**src/rtl/rns_fwd_conv_10d_if.sv**
```systemverilog
// rtl/rns_fwd_conv_10d_if.sv - handshake and digit bus of the 10-digit RNS forward converter
interface rns_fwd_conv_10d_if #(
  parameter int IN_WIDTH  = 64,
  parameter int DIG_WIDTH = 18
);
  logic                 in_valid;
  logic                 in_ready;
  logic [IN_WIDTH-1:0]  in_data;
  logic                 in_signed;
  logic                 out_valid;
  logic                 out_ready;
  logic [DIG_WIDTH-1:0] dig_out_1_;
  logic [DIG_WIDTH-1:0] dig_out_2_;
  logic [DIG_WIDTH-1:0] dig_out_3_;
  logic [DIG_WIDTH-1:0] dig_out_4_;
  logic [DIG_WIDTH-1:0] dig_out_5_;
  logic [DIG_WIDTH-1:0] dig_out_6_;
  logic [DIG_WIDTH-1:0] dig_out_7_;
  logic [DIG_WIDTH-1:0] dig_out_8_;
  logic [DIG_WIDTH-1:0] dig_out_9_;
  logic [DIG_WIDTH-1:0] dig_out_10_;
  logic                 busy;

  // Producer/consumer side: supplies the value and accepts the residues.
  modport master (
    output in_valid, in_data, in_signed, out_ready,
    input  in_ready, out_valid, busy,
    input  dig_out_1_, dig_out_2_, dig_out_3_, dig_out_4_, dig_out_5_,
    input  dig_out_6_, dig_out_7_, dig_out_8_, dig_out_9_, dig_out_10_
  );

  // Converter side.
  modport slave (
    input  in_valid, in_data, in_signed, out_ready,
    output in_ready, out_valid, busy,
    output dig_out_1_, dig_out_2_, dig_out_3_, dig_out_4_, dig_out_5_,
    output dig_out_6_, dig_out_7_, dig_out_8_, dig_out_9_, dig_out_10_
  );
endinterface

```
**src/rtl/rns_fwd_conv_10d.sv**
```systemverilog
// rtl/rns_fwd_conv_10d.sv - bit-serial binary to 10-digit residue forward converter
module rns_fwd_conv_10d #(
  parameter int          IN_WIDTH  = 64,
  parameter int          DIG_WIDTH = 18,
  parameter int unsigned M1        = 65536,
  parameter int unsigned M2        = 78125,
  parameter int unsigned M3        = 117649,
  parameter int unsigned M4        = 177147,
  parameter int unsigned M5        = 262027,
  parameter int unsigned M6        = 262049,
  parameter int unsigned M7        = 262051,
  parameter int unsigned M8        = 262069,
  parameter int unsigned M9        = 262079,
  parameter int unsigned M10       = 262103
) (
  input logic                clk,
  input logic                rst_n,
  rns_fwd_conv_10d_if.slave  bus
);

  localparam int NDIG = 10;
  localparam int CW   = $clog2(IN_WIDTH);
  localparam int TW   = DIG_WIDTH + 1;

  // Moduli widened by one bit so they compare directly against 2*r + bit.
  localparam logic [DIG_WIDTH:0] MOD [NDIG] = '{
    TW'(M1), TW'(M2), TW'(M3), TW'(M4), TW'(M5),
    TW'(M6), TW'(M7), TW'(M8), TW'(M9), TW'(M10)
  };

  typedef enum logic [1:0] {IDLE, SHIFT, FIX, DONE} state_t;

  state_t               state_q, state_d;
  logic [IN_WIDTH-1:0]  mag_q, mag_d;
  logic                 neg_q, neg_d;
  logic [CW-1:0]        cnt_q, cnt_d;
  logic [DIG_WIDTH-1:0] r_q     [NDIG];
  logic [DIG_WIDTH-1:0] r_d     [NDIG];
  logic [DIG_WIDTH-1:0] shift_r [NDIG];
  logic [DIG_WIDTH-1:0] fix_r   [NDIG];
  logic [DIG_WIDTH:0]   t_w     [NDIG];
  logic                 accept;
  logic                 in_neg;

  assign accept = (state_q == IDLE) && bus.in_valid;
  assign in_neg = bus.in_signed && bus.in_data[IN_WIDTH-1];

  // State register.
  always_ff @(posedge clk or negedge rst_n) begin
    if (!rst_n) state_q <= IDLE;
    else        state_q <= state_d;
  end

  // Next-state: one accept, IN_WIDTH shift steps, one sign fix, then hold for the consumer.
  always_comb begin
    state_d = state_q;
    case (state_q)
      IDLE:    if (bus.in_valid)    state_d = SHIFT;
      SHIFT:   if (cnt_q == '0)     state_d = FIX;
      FIX:                          state_d = DONE;
      DONE:    if (bus.out_ready)   state_d = IDLE;
      default:                      state_d = IDLE;
    endcase
  end

  // Handshake outputs decoded from the registered state.
  always_comb begin
    bus.in_ready  = (state_q == IDLE);
    bus.out_valid = (state_q == DONE);
    bus.busy      = (state_q == SHIFT) || (state_q == FIX);
  end

  // Per-digit candidates: one MSB-first doubling step, and the negation for signed inputs.
  always_comb begin
    for (int i = 0; i < NDIG; i++) begin
      t_w[i]     = {r_q[i], mag_q[cnt_q]};
      shift_r[i] = (t_w[i] >= MOD[i]) ? DIG_WIDTH'(t_w[i] - MOD[i]) : t_w[i][DIG_WIDTH-1:0];
      fix_r[i]   = (neg_q && (r_q[i] != '0)) ? DIG_WIDTH'(MOD[i] - {1'b0, r_q[i]}) : r_q[i];
    end
  end

  // Datapath next values: capture magnitude/sign on accept, then step or fix residues.
  always_comb begin
    mag_d = mag_q;
    neg_d = neg_q;
    cnt_d = cnt_q;
    r_d   = r_q;
    case (state_q)
      IDLE: begin
        if (accept) begin
          mag_d = in_neg ? (-bus.in_data) : bus.in_data;
          neg_d = in_neg;
          cnt_d = CW'(IN_WIDTH - 1);
          for (int i = 0; i < NDIG; i++) r_d[i] = '0;
        end
      end
      SHIFT: begin
        r_d   = shift_r;
        cnt_d = (cnt_q == '0) ? '0 : cnt_q - CW'(1);
      end
      FIX:     r_d = fix_r;
      default: ;
    endcase
  end

  // Datapath registers; reset discards any conversion in flight.
  always_ff @(posedge clk or negedge rst_n) begin
    if (!rst_n) begin
      mag_q <= '0;
      neg_q <= 1'b0;
      cnt_q <= '0;
      for (int i = 0; i < NDIG; i++) r_q[i] <= '0;
    end else begin
      mag_q <= mag_d;
      neg_q <= neg_d;
      cnt_q <= cnt_d;
      r_q   <= r_d;
    end
  end

  assign bus.dig_out_1_  = r_q[0];
  assign bus.dig_out_2_  = r_q[1];
  assign bus.dig_out_3_  = r_q[2];
  assign bus.dig_out_4_  = r_q[3];
  assign bus.dig_out_5_  = r_q[4];
  assign bus.dig_out_6_  = r_q[5];
  assign bus.dig_out_7_  = r_q[6];
  assign bus.dig_out_8_  = r_q[7];
  assign bus.dig_out_9_  = r_q[8];
  assign bus.dig_out_10_ = r_q[9];

endmodule

```
**src/flat_wrapper.sv**
```systemverilog
// flat-port wrapper written by rule: the top's interface ports become plain ports
module rns_fwd_conv_10d_flat 
#(
  parameter int          IN_WIDTH  = 64,
  parameter int          DIG_WIDTH = 18,
  parameter int unsigned M1        = 65536,
  parameter int unsigned M2        = 78125,
  parameter int unsigned M3        = 117649,
  parameter int unsigned M4        = 177147,
  parameter int unsigned M5        = 262027,
  parameter int unsigned M6        = 262049,
  parameter int unsigned M7        = 262051,
  parameter int unsigned M8        = 262069,
  parameter int unsigned M9        = 262079,
  parameter int unsigned M10       = 262103
)
  (clk, rst_n, bus_in_valid, bus_in_data, bus_in_signed, bus_out_ready, bus_in_ready, bus_out_valid, bus_busy, bus_dig_out_1_, bus_dig_out_2_, bus_dig_out_3_, bus_dig_out_4_, bus_dig_out_5_, bus_dig_out_6_, bus_dig_out_7_, bus_dig_out_8_, bus_dig_out_9_, bus_dig_out_10_);
  rns_fwd_conv_10d_if #(.IN_WIDTH(IN_WIDTH), .DIG_WIDTH(DIG_WIDTH)) bus_i ();
  input logic clk;
  input logic rst_n;
  input wire logic [$bits(bus_i.in_valid)-1:0] bus_in_valid;
  input wire logic [$bits(bus_i.in_data)-1:0] bus_in_data;
  input wire logic [$bits(bus_i.in_signed)-1:0] bus_in_signed;
  input wire logic [$bits(bus_i.out_ready)-1:0] bus_out_ready;
  output wire logic [$bits(bus_i.in_ready)-1:0] bus_in_ready;
  output wire logic [$bits(bus_i.out_valid)-1:0] bus_out_valid;
  output wire logic [$bits(bus_i.busy)-1:0] bus_busy;
  output wire logic [$bits(bus_i.dig_out_1_)-1:0] bus_dig_out_1_;
  output wire logic [$bits(bus_i.dig_out_2_)-1:0] bus_dig_out_2_;
  output wire logic [$bits(bus_i.dig_out_3_)-1:0] bus_dig_out_3_;
  output wire logic [$bits(bus_i.dig_out_4_)-1:0] bus_dig_out_4_;
  output wire logic [$bits(bus_i.dig_out_5_)-1:0] bus_dig_out_5_;
  output wire logic [$bits(bus_i.dig_out_6_)-1:0] bus_dig_out_6_;
  output wire logic [$bits(bus_i.dig_out_7_)-1:0] bus_dig_out_7_;
  output wire logic [$bits(bus_i.dig_out_8_)-1:0] bus_dig_out_8_;
  output wire logic [$bits(bus_i.dig_out_9_)-1:0] bus_dig_out_9_;
  output wire logic [$bits(bus_i.dig_out_10_)-1:0] bus_dig_out_10_;
  assign bus_i.in_valid = bus_in_valid;
  assign bus_i.in_data = bus_in_data;
  assign bus_i.in_signed = bus_in_signed;
  assign bus_i.out_ready = bus_out_ready;
  assign bus_in_ready = bus_i.in_ready;
  assign bus_out_valid = bus_i.out_valid;
  assign bus_busy = bus_i.busy;
  assign bus_dig_out_1_ = bus_i.dig_out_1_;
  assign bus_dig_out_2_ = bus_i.dig_out_2_;
  assign bus_dig_out_3_ = bus_i.dig_out_3_;
  assign bus_dig_out_4_ = bus_i.dig_out_4_;
  assign bus_dig_out_5_ = bus_i.dig_out_5_;
  assign bus_dig_out_6_ = bus_i.dig_out_6_;
  assign bus_dig_out_7_ = bus_i.dig_out_7_;
  assign bus_dig_out_8_ = bus_i.dig_out_8_;
  assign bus_dig_out_9_ = bus_i.dig_out_9_;
  assign bus_dig_out_10_ = bus_i.dig_out_10_;
  rns_fwd_conv_10d #(.IN_WIDTH(IN_WIDTH), .DIG_WIDTH(DIG_WIDTH), .M1(M1), .M2(M2), .M3(M3), .M4(M4), .M5(M5), .M6(M6), .M7(M7), .M8(M8), .M9(M9), .M10(M10)) u_core (.clk(clk), .rst_n(rst_n), .bus(bus_i));
endmodule
```
**config.mk**
```make
export PLATFORM = sky130hd
export DESIGN_NAME = rns_fwd_conv_10d_flat
export DESIGN_NICKNAME = d
export VERILOG_FILES = /design/src/rtl/rns_fwd_conv_10d_if.sv /design/src/rtl/rns_fwd_conv_10d.sv /design/src/flat_wrapper.sv
export SDC_FILE = /design/constraint.sdc
export NUM_CORES = 1
export LEC_CHECK = 0
export CORE_ASPECT_RATIO = 0.6
export CORE_MARGIN = 10
export CORE_UTILIZATION = 33
export DETAILED_ROUTE_END_ITERATION = 16
export PLACE_DENSITY = 0.5
export SYNTH_ARGS = -nofsm -noshare
export SYNTH_HDL_FRONTEND = slang
export SYNTH_SLANG_ARGS = --single-unit
```
**constraint.sdc**
```tcl
create_clock -name clk -period 6.5 [get_ports clk]
set_input_delay 1.3 -clock clk [delete_from_list [all_inputs] [get_ports clk]]
set_output_delay 1.3 -clock clk [all_outputs]
set_load 0.005 [all_outputs]
```
* After elaboration in Yosys (flattened, before gate mapping)
Index checks and enable logic that the tools add are counted.
Storage, ports and cells: flip-flop bits (word level) 253, output and inout port bits 183, logic and storage cells 136, bits of input ports 69
Operators by class: $lt $le $gt $ge 11, add/sub/neg operators 22, muxes and demuxes 32, reductions and logical operators 40, equal/unequal tests 17
Operator list (number):
- one-hot mux 180 bit (3 select lines) | 1
- two-way mux 18 bit | 20
- two-way mux 180 bit | 1
- nonzero test 18 bit | 10
- >= comparator 19 x 18 -> 1 bit (second input constant) | 7
- subtractor 18 bit (first input constant) | 7
- subtractor 18 bit (second input constant) | 7
- two-way mux 64 bit | 1
- negator 64 bit | 1
- >= comparator 19 x 17 -> 1 bit (second input constant) | 3
- subtractor 17 x 18 -> 18 bit (first input constant) | 3
- subtractor 18 x 17 -> 18 bit (second input constant) | 3
- AND reduction 3 bit | 11
- != test 2 bit (second input constant) | 13
- logical AND 1 bit | 12
- two-way mux 6 bit | 2
- one-hot mux 6 bit (2 select lines) | 1
- one-hot mux 2 bit (4 select lines) | 1
- less-than comparator 6 x 7 -> 1 bit (second input constant) | 1
- binary-select mux 1 bit (select 6 bit) | 1
- logical NOT 6 bit | 1
- two-way mux 2 bit | 3
- subtractor 6 x 1 -> 6 bit (second input constant) | 1
- equality test 2 bit (second input constant) | 2
- 8 further kinds | 9

* Depth between registers and ports, before layout
Gate-level depths: netlist (run 1).
depth after elaboration 5, gate-level depth with buffers 20, depth with buffers taken out 16

* Worst setup path before layout (run 1)
No wires, ideal clock.
path type reg2reg, from register u_core.cnt_q[0], to register u_core.r_q (netlist bit u_core.bus.dig_out_4_[13]), required time 6.366 ns, setup time 0.134 ns, path buffers 4, stages on the path, launching flop included 21, period minus slack after synthesis 4.117 ns, slack 2.383 ns, data arrival time 3.983 ns, path through dfrtp_1 -> buf_2 -> buf_2 -> mux4_2 -> a22oi_1 -> nand4_1 -> nand3_1 -> and2_1 -> inv_2 -> buf_2 -> ha_1 -> nor3b_1 -> nand4_1 -> o21ai_0 -> a21o_1 -> a221o_1 -> a31o_2 -> buf_2 -> nand3_1 -> xor2_1 -> o21ai_0
On the way: longest elaborated chain between the ends 5, elaborated cells on any way between the ends 6, classes of those cells 1 x add/sub; 1 x order compare; 4 x mux
RTL lines:
- start: declaration | line rns_fwd_conv_10d.sv:36 | logic [CW-1:0] cnt_q, cnt_d;
- start signal: assignment | line rns_fwd_conv_10d.sv:116 | cnt_q <= cnt_d;
- binary-select mux 1 bit (select 6 bit) (*) | line rns_fwd_conv_10d.sv:76 | t_w[i] = {r_q[i], mag_q[cnt_q]};
- two-way mux 1 bit (not written as such) (*) | line rns_fwd_conv_10d.sv:76
- subtractor 18 bit or >= comparator 19 x 18 -> 1 bit (tied branches) | line rns_fwd_conv_10d.sv:77 | shift_r[i] = (t_w[i] >= MOD[i]) ? DIG_WIDTH'(t_w[i] - MOD[i]) : t_w[i][DIG_WIDTH-1:0];
- two-way mux 18 bit (*) | line rns_fwd_conv_10d.sv:77
- one-hot mux 180 bit (3 select lines) (*) | line rns_fwd_conv_10d.sv:88 | case (state_q)
- end signal: assignment | line rns_fwd_conv_10d.sv:117 | r_q <= r_d;
- end: declaration | line rns_fwd_conv_10d.sv:37 | logic [DIG_WIDTH-1:0] r_q [NDIG];
Mark *: on every way between the ends. The rest lies on a longest branch, timed or not. The select of a mux whose other input is x is not followed. A chain may end at the register's enable or synchronous reset.

* Worst setup path in the final report (run 1)
from register u_core.cnt_q[0], to register u_core.r_q (netlist bit u_core.bus.dig_out_2_[14])
On the way: longest elaborated chain between the ends 5, elaborated cells on any way between the ends 6, classes of those cells 1 x add/sub; 1 x order compare; 4 x mux
RTL lines (line):
- binary-select mux 1 bit (select 6 bit) (*) | rns_fwd_conv_10d.sv:76
- two-way mux 1 bit (not written as such) (*) | rns_fwd_conv_10d.sv:76
- subtractor 18 x 17 -> 18 bit or >= comparator 19 x 17 -> 1 bit (tied branches) | rns_fwd_conv_10d.sv:77
- two-way mux 18 bit (*) | rns_fwd_conv_10d.sv:77
- one-hot mux 180 bit (3 select lines) (*) | rns_fwd_conv_10d.sv:88
Marked as above.

==> results of run 1 <==
worst max-delay path by stage:
stage / to / slack (ns) / depth (start not counted)
finish: u_core.bus.dig_out_2_[14] / 1.10 / 17
detailed placement: u_core.bus.dig_out_2_[13] / 1.15 / 17
global route: u_core.bus.dig_out_2_[12] / 0.59 / 17
CTS: u_core.bus.dig_out_2_[13] / 1.12 / 17
floorplan: u_core.bus.dig_out_4_[13] / 2.38 / 20
global placement: u_core.bus.dig_out_2_[13] / 1.38 / 17
cells by family (layout without fill, tap and decap cells):
family | Yosys count | after routing
adders and majority gates | 40 | 40
xor gates and xnor gates | 212 | 212
buffers and inverters | 267 | 396
DFF | 253 | 253
muxes | 28 | 28
and+or+nand+nor | 987 | 987
AOI/OAI and AO/OA | 732 | 732
per-layer routing:
layer | GRT usage, % | part of all wire (%)
met4 | 3.20 | 1.5
met3 | 3.79 | 7.3
met2 | 28.4 | 41
met1 | 30.6 | 50
met5 | 0 | 0
power breakdown:
group	switching, mW	total [mW]	internal (mW)
clock network	0.727	1.72	0.990
registers	1.30	3.48	2.18
logic	3.58	6.16	2.58
total	5.61	11.4	5.75
metrics by stage:
| stage | utilization, % | instances |
|---|---|---|
| floorplan | - | 2519 |
| global placement | 38.5 | 3365 |
| detailed placement | 38.5 | 3365 |
| CTS | 40.2 | 3418 |
| global route | 40.2 | 3418 |
| finish | 40.2 | 3418 |
worst max-delay path: cells and delay by family, from the launching register on:
kind,cells,cell delay [ns]
AOI/OAI and AO/OA,7,2.03
DFF,1,0.92
and+or+nand+nor,5,0.88
muxes,1,0.60
buffers and inverters,2,0.44
adders and majority gates,1,0.25
xor gates and xnor gates,1,0.16
flip-flops by register name (all words and copies together), names as in the netlist, 6 cells and up:
signal,count
u_core.mag_q,64
u_core.bus.dig_out_9_,18
u_core.bus.dig_out_7_,18
u_core.bus.dig_out_6_,18
u_core.bus.dig_out_10_,18
u_core.bus.dig_out_1_,18
u_core.bus.dig_out_2_,18
u_core.bus.dig_out_3_,18
u_core.cnt_q,6
u_core.bus.dig_out_5_,18
u_core.bus.dig_out_8_,18
u_core.bus.dig_out_4_,18
final cells by class:
class                      count  area, um^2  share of cell area (%)
inverter                      65         244                    1.05
timing repair buffer         278        2730                    11.8
tap                          770         963                    4.14
sequential                   253        6330                    27.2
clock inverter                 6        80.1                   0.344
multi-input combinational   1999       12000                    51.7
clock buffer                  47         873                    3.76
placed cells by master, fill, tap and decap left out, types with 15 or more instances in the layout:
cell               n
mux2i_1           15
o21ai_0          313
inv_1             63
or4_1             20
nor2b_1           19
or3_1             21
nand4_1           37
buf_4             26
a31oi_1           23
dfrtp_1          253
a21oi_1          187
xnor2_1          147
nand2_1          333
ha_1              39
nor3_1           133
xor2_1            65
clkbuf_16         29
clkdlybuf4s50_1  250
nand2b_1          24
nor4_1            52
a22oi_1           16
nor3b_1           31
nand3_1           68
and3_1            32
o31ai_1           29
nor2_1           160
o221ai_1          29
==> run metrics, run 1 <==
Yosys top cell area share=32.6%; reg-to-reg slack, setup=1.10 ns; setup TNS=0 ns; fin crit period=5.40 ns; Final WS setup=1.10 ns; Synth Net Count=2628; FILL cells=5873; sequential area share after synthesis=32.6%; Most used DFF post-synth=dfrtp_1; Critical Path Start=u_core.cnt_q[0]; reg2reg start=u_core.cnt_q[0]; Commonest cells post-synth=334 x nand2_1, 313 x o21ai_0, 253 x dfrtp_1; Hold EP=u_core.mag_q[63]; layout cells sized above 1=4.31%; largest cells by area after synthesis=dfrtp_1 33%, o21ai_0 8.1%, xnor2_1 6.6%, nand2_1 6.5%, a21oi_1 4.9%; Clock transition at path regs=0.06 ns; Starting Density=33.5%; TritonRoute pass-1 iters=6; Iter 0 DRT Violations=1901; Synth Area in Simple Gates=25.1%; Final ANT Viol Nets=0; fmax=0.185 GHz; maximum vdd drop=0.183 mV; Critical Path End Type=flop; worst slew pin tran=1.21 ns; DRC=0; crit share post-route=83.1%; worst path required time=6.96 ns; final instance area=23300 um^2; # Max-Cap Violations=0; first-pass GRT wire length=113 mm; Vias/cell=5.71; initial antenna violation count=0; Die H=208 um; Detailed Place HPWL=51.8 mm; synthesized instance count=2519; Placed Area=22300 um^2; top-count cell post-synth=nand2_1; Netlist cell types=88; CP cell instances=mux4_2, a22o_1, nor3_1, or3_1, buf_4, and2_1, inv_2, ha_1, nor4bb_1, a31oi_1, o21ai_0, a21boi_0, o21ai_0, a21oi_1, nor2_1, xnor2_1, o21ai_0; Worst Hold Slack=0.475 ns; Worst-Skew Late Latency=0.57 ns; hold crit path type=flop to flop; Avg WL per Cell=21.1 um; routability cong.=0.920; deepest clock path buffer count=3; synthesis warning total=0; main combinational cell family by area after synthesis=simple AND/OR/NAND/NOR gates; max_slew headroom=19.0%; nets@finish=2735; I/O pin count=252; Hold Crit Start=u_core.mag_q[63]; number of flops mapped to enable cells by yosys=0; CTS Buf Count=29; CP Max Fanout=18; crit path kind=flop to flop; CTS H-tree lvls=1; Area Growth Syn to Fin=19.9%; Post-CTS Hold Fix Bufs=0; Core Footprint=57900 um^2; WHS Path Cells=2; # rows=68; Die X=333 um; Compound-Gate Fraction of Synth Area=22.6%; largest net degree at the start of global routing=128; Final Hold Fails=0; Post-synth ARST share=100%; Tot Pwr=11.4 mW; routed via count=19.5k; Pwr Density=488 nW/um^2; CTS tree=built; Mapped Area=19400 um^2; Seq cells post-synth=253; CP Launch Type=flop; routed wire length=72.1 mm; CP most frequent cell=o21ai_0; post-synthesis mux area share=2.17%; worst path arrival time=5.86 ns; area leader, netlist=dfrtp_1; root buf cell=clkbuf_16; All-Layer GR Usage=19.9%; Place WS=1.15 ns; post-cts resize count=0; Pleak=8.81 nW; CTS sink cnt=253; total gr overflow=0; vias in the first global route=18.3k; path depth of the worst reg2reg path=17; Synth Area in XOR/XNOR=9.58%; Synth Area per Inst=7.70 um^2; slowest cell delay on critical path=0.92 ns; IO Port Bufs=251; slowest stage cell on the critical path=dfrtp_1; Setup Skew=0.0113 ns; Slew Limit Fails=0; status=finished, final reports clean; # Post-CTS Setup Buffers=0; Final setup viols=0; Die ar.=69200 um^2; Antenna diodes=0; adder-cell share of the synthesized area=2.58%; RSZ-0062 raised after global routing=false; reg-to-reg endpoint=u_core.bus.dig_out_2_[14]
Power figures use the tool's default switching activity.
==> run 2, diff against run 1 <==
--- a/config.mk
+++ b/config.mk
@@ -9,7 +9,7 @@
 export CORE_MARGIN = 10
 export CORE_UTILIZATION = 33
 export DETAILED_ROUTE_END_ITERATION = 16
-export PLACE_DENSITY = 0.5
+export PLACE_DENSITY = 0.52
 export SYNTH_ARGS = -nofsm -noshare
 export SYNTH_HDL_FRONTEND = slang
 export SYNTH_SLANG_ARGS = --single-unit
==> constraint.sdc (replaced) <==
create_clock -name clk -period 4.9 [get_ports clk]
set_input_delay 0.98 -clock clk [delete_from_list [all_inputs] [get_ports clk]]
set_output_delay 0.98 -clock clk [all_outputs]
set_load 0.005 [all_outputs]
==> run metrics, run 2 (synthesized netlist as in run 1, its figures left out) <==
Detailed Place HPWL=51.6 mm (was 51.8 mm); Slew Limit Fails=0 (unchanged); nets@finish=2756 (was 2735); crit share post-route=92.2% (was 83.1%); setup TNS=0 ns (unchanged); reg-to-reg slack, setup=0.38 ns (was 1.10 ns); CTS H-tree lvls=1 (unchanged); routed wire length=72.1 mm (about the same); Final Hold Fails=0 (unchanged); RSZ-0062 raised after global routing=false (unchanged); CP Launch Type=flop (unchanged); maximum vdd drop=0.274 mV (was 0.183 mV); Setup Skew=0.0233 ns (was 0.0113 ns); CTS Buf Count=29 (unchanged); Final setup viols=0 (unchanged); Avg WL per Cell=21.0 um (was 21.1 um); first-pass GRT wire length=112 mm (was 113 mm); reg2reg start=u_core.cnt_q[2] (was u_core.cnt_q[0]); # Max-Cap Violations=0 (unchanged); Critical Path End Type=flop (unchanged); Critical Path Start=u_core.cnt_q[2] (was u_core.cnt_q[0]); Pleak=8.96 nW (was 8.81 nW); routed via count=19.7k (was 19.5k); Placed Area=22500 um^2 (was 22300 um^2); I/O pin count=252 (unchanged); Iter 0 DRT Violations=1833 (was 1901); fmax=0.221 GHz (was 0.185 GHz); Vias/cell=5.74 (was 5.71); crit path kind=flop to flop (unchanged); Die ar.=69200 um^2 (unchanged); most frequent cells in the layout=333 x nand2_1, 313 x o21ai_0, 253 x dfrtp_1 (unchanged); root buf cell=clkbuf_16 (unchanged); worst path required time=5.36 ns (was 6.96 ns); Final ANT Viol Nets=0 (unchanged); Die H=208 um (unchanged); Starting Density=33.5% (unchanged); hold crit path type=primary input to asynchronous set/reset pin (was flop to flop); largest net degree at the start of global routing=128 (unchanged); Worst-Skew Late Latency=0.58 ns (was 0.57 ns); Core Footprint=57900 um^2 (unchanged); deepest clock path buffer count=3 (unchanged); initial antenna violation count=1 (was 0); max_slew headroom=22.3% (was 19.0%); vias in the first global route=18.2k (was 18.3k); # Post-CTS Setup Buffers=0 (unchanged); fin crit period=4.52 ns (was 5.40 ns); total gr overflow=0 (unchanged); FILL cells=5864 (was 5873); Clock transition at path regs=0.07 ns (was 0.06 ns); layout cells sized above 1=5.25% (was 4.31%); # rows=68 (unchanged); worst slew pin tran=1.17 ns (was 1.21 ns); CP Max Fanout=11 (was 18); IO Port Bufs=251 (unchanged); CTS sink cnt=253 (unchanged); Biggest register=u_core.mag_q (unchanged); routability cong.=0.910 (was 0.920); Area Growth Syn to Fin=21.3% (was 19.9%); path depth of the worst reg2reg path=18 (was 17); All-Layer GR Usage=19.8% (was 19.9%); most common cell after layout, fill and taps aside=nand2_1 (unchanged); status=finished, final reports clean (unchanged); worst path arrival time=4.98 ns (was 5.86 ns); DRC=0 (unchanged); Die X=333 um (unchanged); Antenna diodes=0 (unchanged); CTS tree=built (unchanged); final instance area=23500 um^2 (was 23300 um^2); Pwr Density=651 nW/um^2 (was 488 nW/um^2); TritonRoute pass-1 iters=7 (was 6); Largest register FFs=64 (unchanged)
==> run 2: changes by cell type in the layout (fill, tap and decap cells not counted), moves of 2 or more <==
cell,previous run,this run
buf_4,26,46
bufinv_16,2,6
clkbuf_1,10,5
clkbuf_8,8,6
==> run 2: layer usage <==
| metal | global-route usage, % | routed length [um] | up-vias |
|---|---|---|---|
| met5 | 0 | 0 | - |
| met3 | 4.26 | 5740 | 77 |
| met1 | 30.0 | 35300 | 9613 |
| li1 | - | - | 9328 |
| met4 | 3.57 | 1220 | 0 |
| met2 | 28.2 | 29900 | 720 |
==> run 2: path summary, 6_finish.rpt <==
check                                       endpoint
hold reg to reg                     u_core.mag_q[23]
max in group asynchronous   u_core.bus.dig_out_3_[8]
hold / removal             u_core.bus.dig_out_6_[11]
setup / recovery           u_core.bus.dig_out_10_[7]
min in group clk                    u_core.mag_q[23]
setup reg to reg           u_core.bus.dig_out_10_[7]
==> run 2: cell type report <==
class | instances | area, um^2 | share of cell area (%)
Timing Repair Buffer | 299 | 2900 | 12.3
Sequential cell | 253 | 6330 | 26.9
Tap cell | 770 | 963 | 4.10
Inverter | 65 | 244 | 1.04
Clock buffer | 40 | 827 | 3.52
Clock inverter | 11 | 209 | 0.888
Multi-Input combinational cell | 1999 | 12000 | 51.2
==> run 2: repair_timing <==
| item | in CTS | in global routing |
|---|---|---|
| endpoints found under the setup margin | 0 | 25 |
| resized for setup | 0 | 4 |
| hold buffers | 0 | 0 |
==> run 2: worst max-delay path, stage by stage (launching register included) <==
cell and delay, ns:
dfrtp_1 0.50, buf_4 0.23, or3_1 0.40, o221ai_1 0.18, nor3_1 0.10, or3_1 0.36
and2_1 0.19, inv_2 0.33, buf_12 0.21, ha_1 0.16, nand2_1 0.07, nor4b_1 0.32
a221oi_1 0.16, buf_4 0.22, nand2b_1 0.07, o311a_1 0.34, nand2_1 0.11, xnor2_1 0.16
a221o_1 0.30
==> run 2: through the flow <==
stage                     util, %  std cells  hold WS, ns  setup slack (ns)  power, mW
after floorplan                 -       2519        0.440             0.783       9.22
after CTS                    40.6       3437        0.462             0.269       15.4
after detailed placement     38.8       3386        0.466             0.303       12.8
after global routing         40.7       3437        0.473            0.0598       16.6
after global placement       38.8       3386        0.464             0.417       12.7
final                        40.7       3437        0.440             0.384       15.3
==> run 2: power breakdown <==
group | switching [mW] | internal [mW]
clock | 0.966 | 1.48
sequential | 1.61 | 2.89
combinational | 4.85 | 3.51
==> run 3, diff against run 2 <==
--- a/config.mk
+++ b/config.mk
@@ -5,6 +5,7 @@
 export SDC_FILE = /design/constraint.sdc
 export NUM_CORES = 1
 export LEC_CHECK = 0
+export CAP_MARGIN = 20
 export CORE_ASPECT_RATIO = 0.6
 export CORE_MARGIN = 10
 export CORE_UTILIZATION = 33
==> run metrics, run 3 (synthesized netlist as in run 1, its figures left out) <==
RSZ-0062 raised after global routing=false (unchanged); I/O pin count=252 (unchanged); Final setup viols=0 (unchanged); reg-to-reg endpoint=u_core.bus.dig_out_10_[7] (unchanged); path depth of the worst reg2reg path=18 (unchanged); Largest register FFs=64 (unchanged); Critical Path End Type=flop (unchanged); reg2reg start=u_core.cnt_q[2] (unchanged); Setup Skew=0.0239 ns (was 0.0233 ns); deepest clock path buffer count=3 (unchanged); Starting Density=33.5% (unchanged); CTS tree=built (unchanged); IO Port Bufs=251 (unchanged); reg-to-reg slack, setup=0.42 ns (was 0.38 ns); Slew Limit Fails=0 (unchanged); nets@finish=2758 (was 2756); most frequent cells in the layout=333 x nand2_1, 313 x o21ai_0, 253 x dfrtp_1 (unchanged); All-Layer GR Usage=19.8% (unchanged); hold crit path type=primary input to asynchronous set/reset pin (unchanged); Core Footprint=57900 um^2 (unchanged); CP Launch Type=flop (unchanged); fin util=40.8% (was 40.7%); sum of buffers and inverters on the critical path=4 (unchanged); Die ar.=69200 um^2 (unchanged); setup TNS=0 ns (unchanged); Place WS=0.303 ns (unchanged); fmax=0.223 GHz (was 0.221 GHz); Pleak=8.98 nW (was 8.96 nW); top cell family by delay on the critical path=simple AND/OR/NAND/NOR gates (unchanged); routed via count=19.7k (about the same); Biggest register=u_core.mag_q (unchanged); crit share post-route=91.4% (was 92.2%); status=finished, final reports clean (unchanged); slowest cell delay on critical path=0.50 ns (about the same); # Post-CTS Setup Buffers=0 (unchanged); # rows=68 (unchanged); worst path required time=5.37 ns (was 5.36 ns); Clock transition at path regs=0.07 ns (about the same); routability cong.=0.910 (unchanged); first-pass GRT wire length=112 mm (unchanged); CP Max Fanout=11 (unchanged); layout cells sized above 1=5.32% (was 5.25%); CTS H-tree lvls=1 (unchanged); CP cell instances=buf_4, or3_1, o221ai_1, nor3_1, or3_1, and2_1, inv_2, buf_12, ha_1, nand2_1, nor4b_1, a221oi_1, buf_4, nand2b_1, o311a_1, nand2_1, xnor2_1, a221o_1 (unchanged); # Max-Cap Violations=0 (unchanged); Die X=333 um (unchanged); Pwr Density=650 nW/um^2 (was 651 nW/um^2); max_slew headroom=23.6% (was 22.3%); maximum vdd drop=0.275 mV (was 0.274 mV); Final ANT Viol Nets=0 (unchanged); FILL cells=5860 (was 5864); Post-CTS Hold Fix Bufs=0 (unchanged); Final Hold Fails=0 (unchanged); Worst-Skew Late Latency=0.58 ns (about the same); DRC=0 (unchanged); fin crit period=4.48 ns (was 4.52 ns); Area Growth Syn to Fin=21.6% (was 21.3%); CTS sink cnt=253 (unchanged); CTS Buf Count=29 (unchanged); vias in the first global route=18.2k (unchanged); Die H=208 um (unchanged); total gr overflow=0 (unchanged); TritonRoute pass-1 iters=6 (was 7); largest net degree at the start of global routing=128 (unchanged); worst path arrival time=4.95 ns (was 4.98 ns); worst slew pin tran=1.15 ns (was 1.17 ns); Avg WL per Cell=20.9 um (was 21.0 um); Iter 0 DRT Violations=1975 (was 1833); routed wire length=72.0 mm (was 72.1 mm); post-cts resize count=0 (unchanged); Detailed Place HPWL=51.6 mm (unchanged); most common cell after layout, fill and taps aside=nand2_1 (unchanged); initial antenna violation count=1 (unchanged); crit path kind=flop to flop (unchanged); root buf cell=clkbuf_16 (unchanged); Final WS setup=0.419 ns (was 0.384 ns); Antenna diodes=0 (unchanged); slowest stage cell on the critical path=dfrtp_1 (unchanged); Vias/cell=5.73 (was 5.74)
[run 3: worst reg2reg max path, cell delays in order (launching register included)]
cell and delay (ns):
dfrtp_1 0.50, buf_4 0.23, or3_1 0.40, o221ai_1 0.18
nor3_1 0.10, or3_1 0.36, and2_1 0.19, inv_2 0.33
buf_12 0.21, ha_1 0.17, nand2_1 0.07, nor4b_1 0.31
a221oi_1 0.16, buf_4 0.22, nand2b_1 0.07, o311a_1 0.32
nand2_1 0.11, xnor2_1 0.16, a221o_1 0.30
[run 3: how the worst max path moves through the flow]
stage                    start                        end  slack [ns]  depth (start not counted)
2_1_floorplan  u_core.cnt_q[0]  u_core.bus.dig_out_4_[13]        0.78                         20
3_3_place_gp   u_core.cnt_q[2]   u_core.bus.dig_out_9_[1]        0.42                         16
3_5_place_dp   u_core.cnt_q[2]   u_core.bus.dig_out_2_[0]        0.30                         18
4_1_cts        u_core.cnt_q[2]   u_core.bus.dig_out_9_[8]        0.27                         17
5_1_grt        u_core.cnt_q[2]  u_core.bus.dig_out_5_[14]        0.06                         19
6_report       u_core.cnt_q[2]  u_core.bus.dig_out_10_[7]        0.42                         18
[run 3: metal layers]
metal | global-route usage (%) | vias up | wire length (um)
li1 | - | 9333 | -
met1 | 30.0 | 9581 | 34900
met2 | 28.2 | 710 | 29900
met3 | 4.26 | 81 | 5860
met4 | 3.57 | 0 | 1250
met5 | 0 | - | 0
[run 3: power by group]
part,internal (mW),switching (mW),total (mW)
sequential,2.89,1.61,4.50
combinational,3.53,4.85,8.38
clock,1.48,0.960,2.44
total,7.91,7.41,15.3
[run 3: cell type report]
cell class                      count  area, um^2  share of cell area, %
Tap cell                          770         963                   4.09
Clock buffer                       40         827                   3.51
Sequential cell                   253        6330                   26.9
Clock inverter                     11         209                  0.886
Multi-Input combinational cell   1999       12000                   51.1
Inverter                           65         244                   1.03
Timing Repair Buffer              301        2960                   12.5
[run 3: stage by stage]
stage          hold WS, ns  area (um^2)  cells  power [mW]
2_1_floorplan        0.440        19400   2519        9.22
3_3_place_gp         0.464        22500   3386        12.7
3_5_place_dp         0.466        22500   3386        12.8
4_1_cts              0.462        23500   3437        15.4
5_1_grt              0.473        23600   3439        16.6
6_report             0.431        23600   3439        15.3
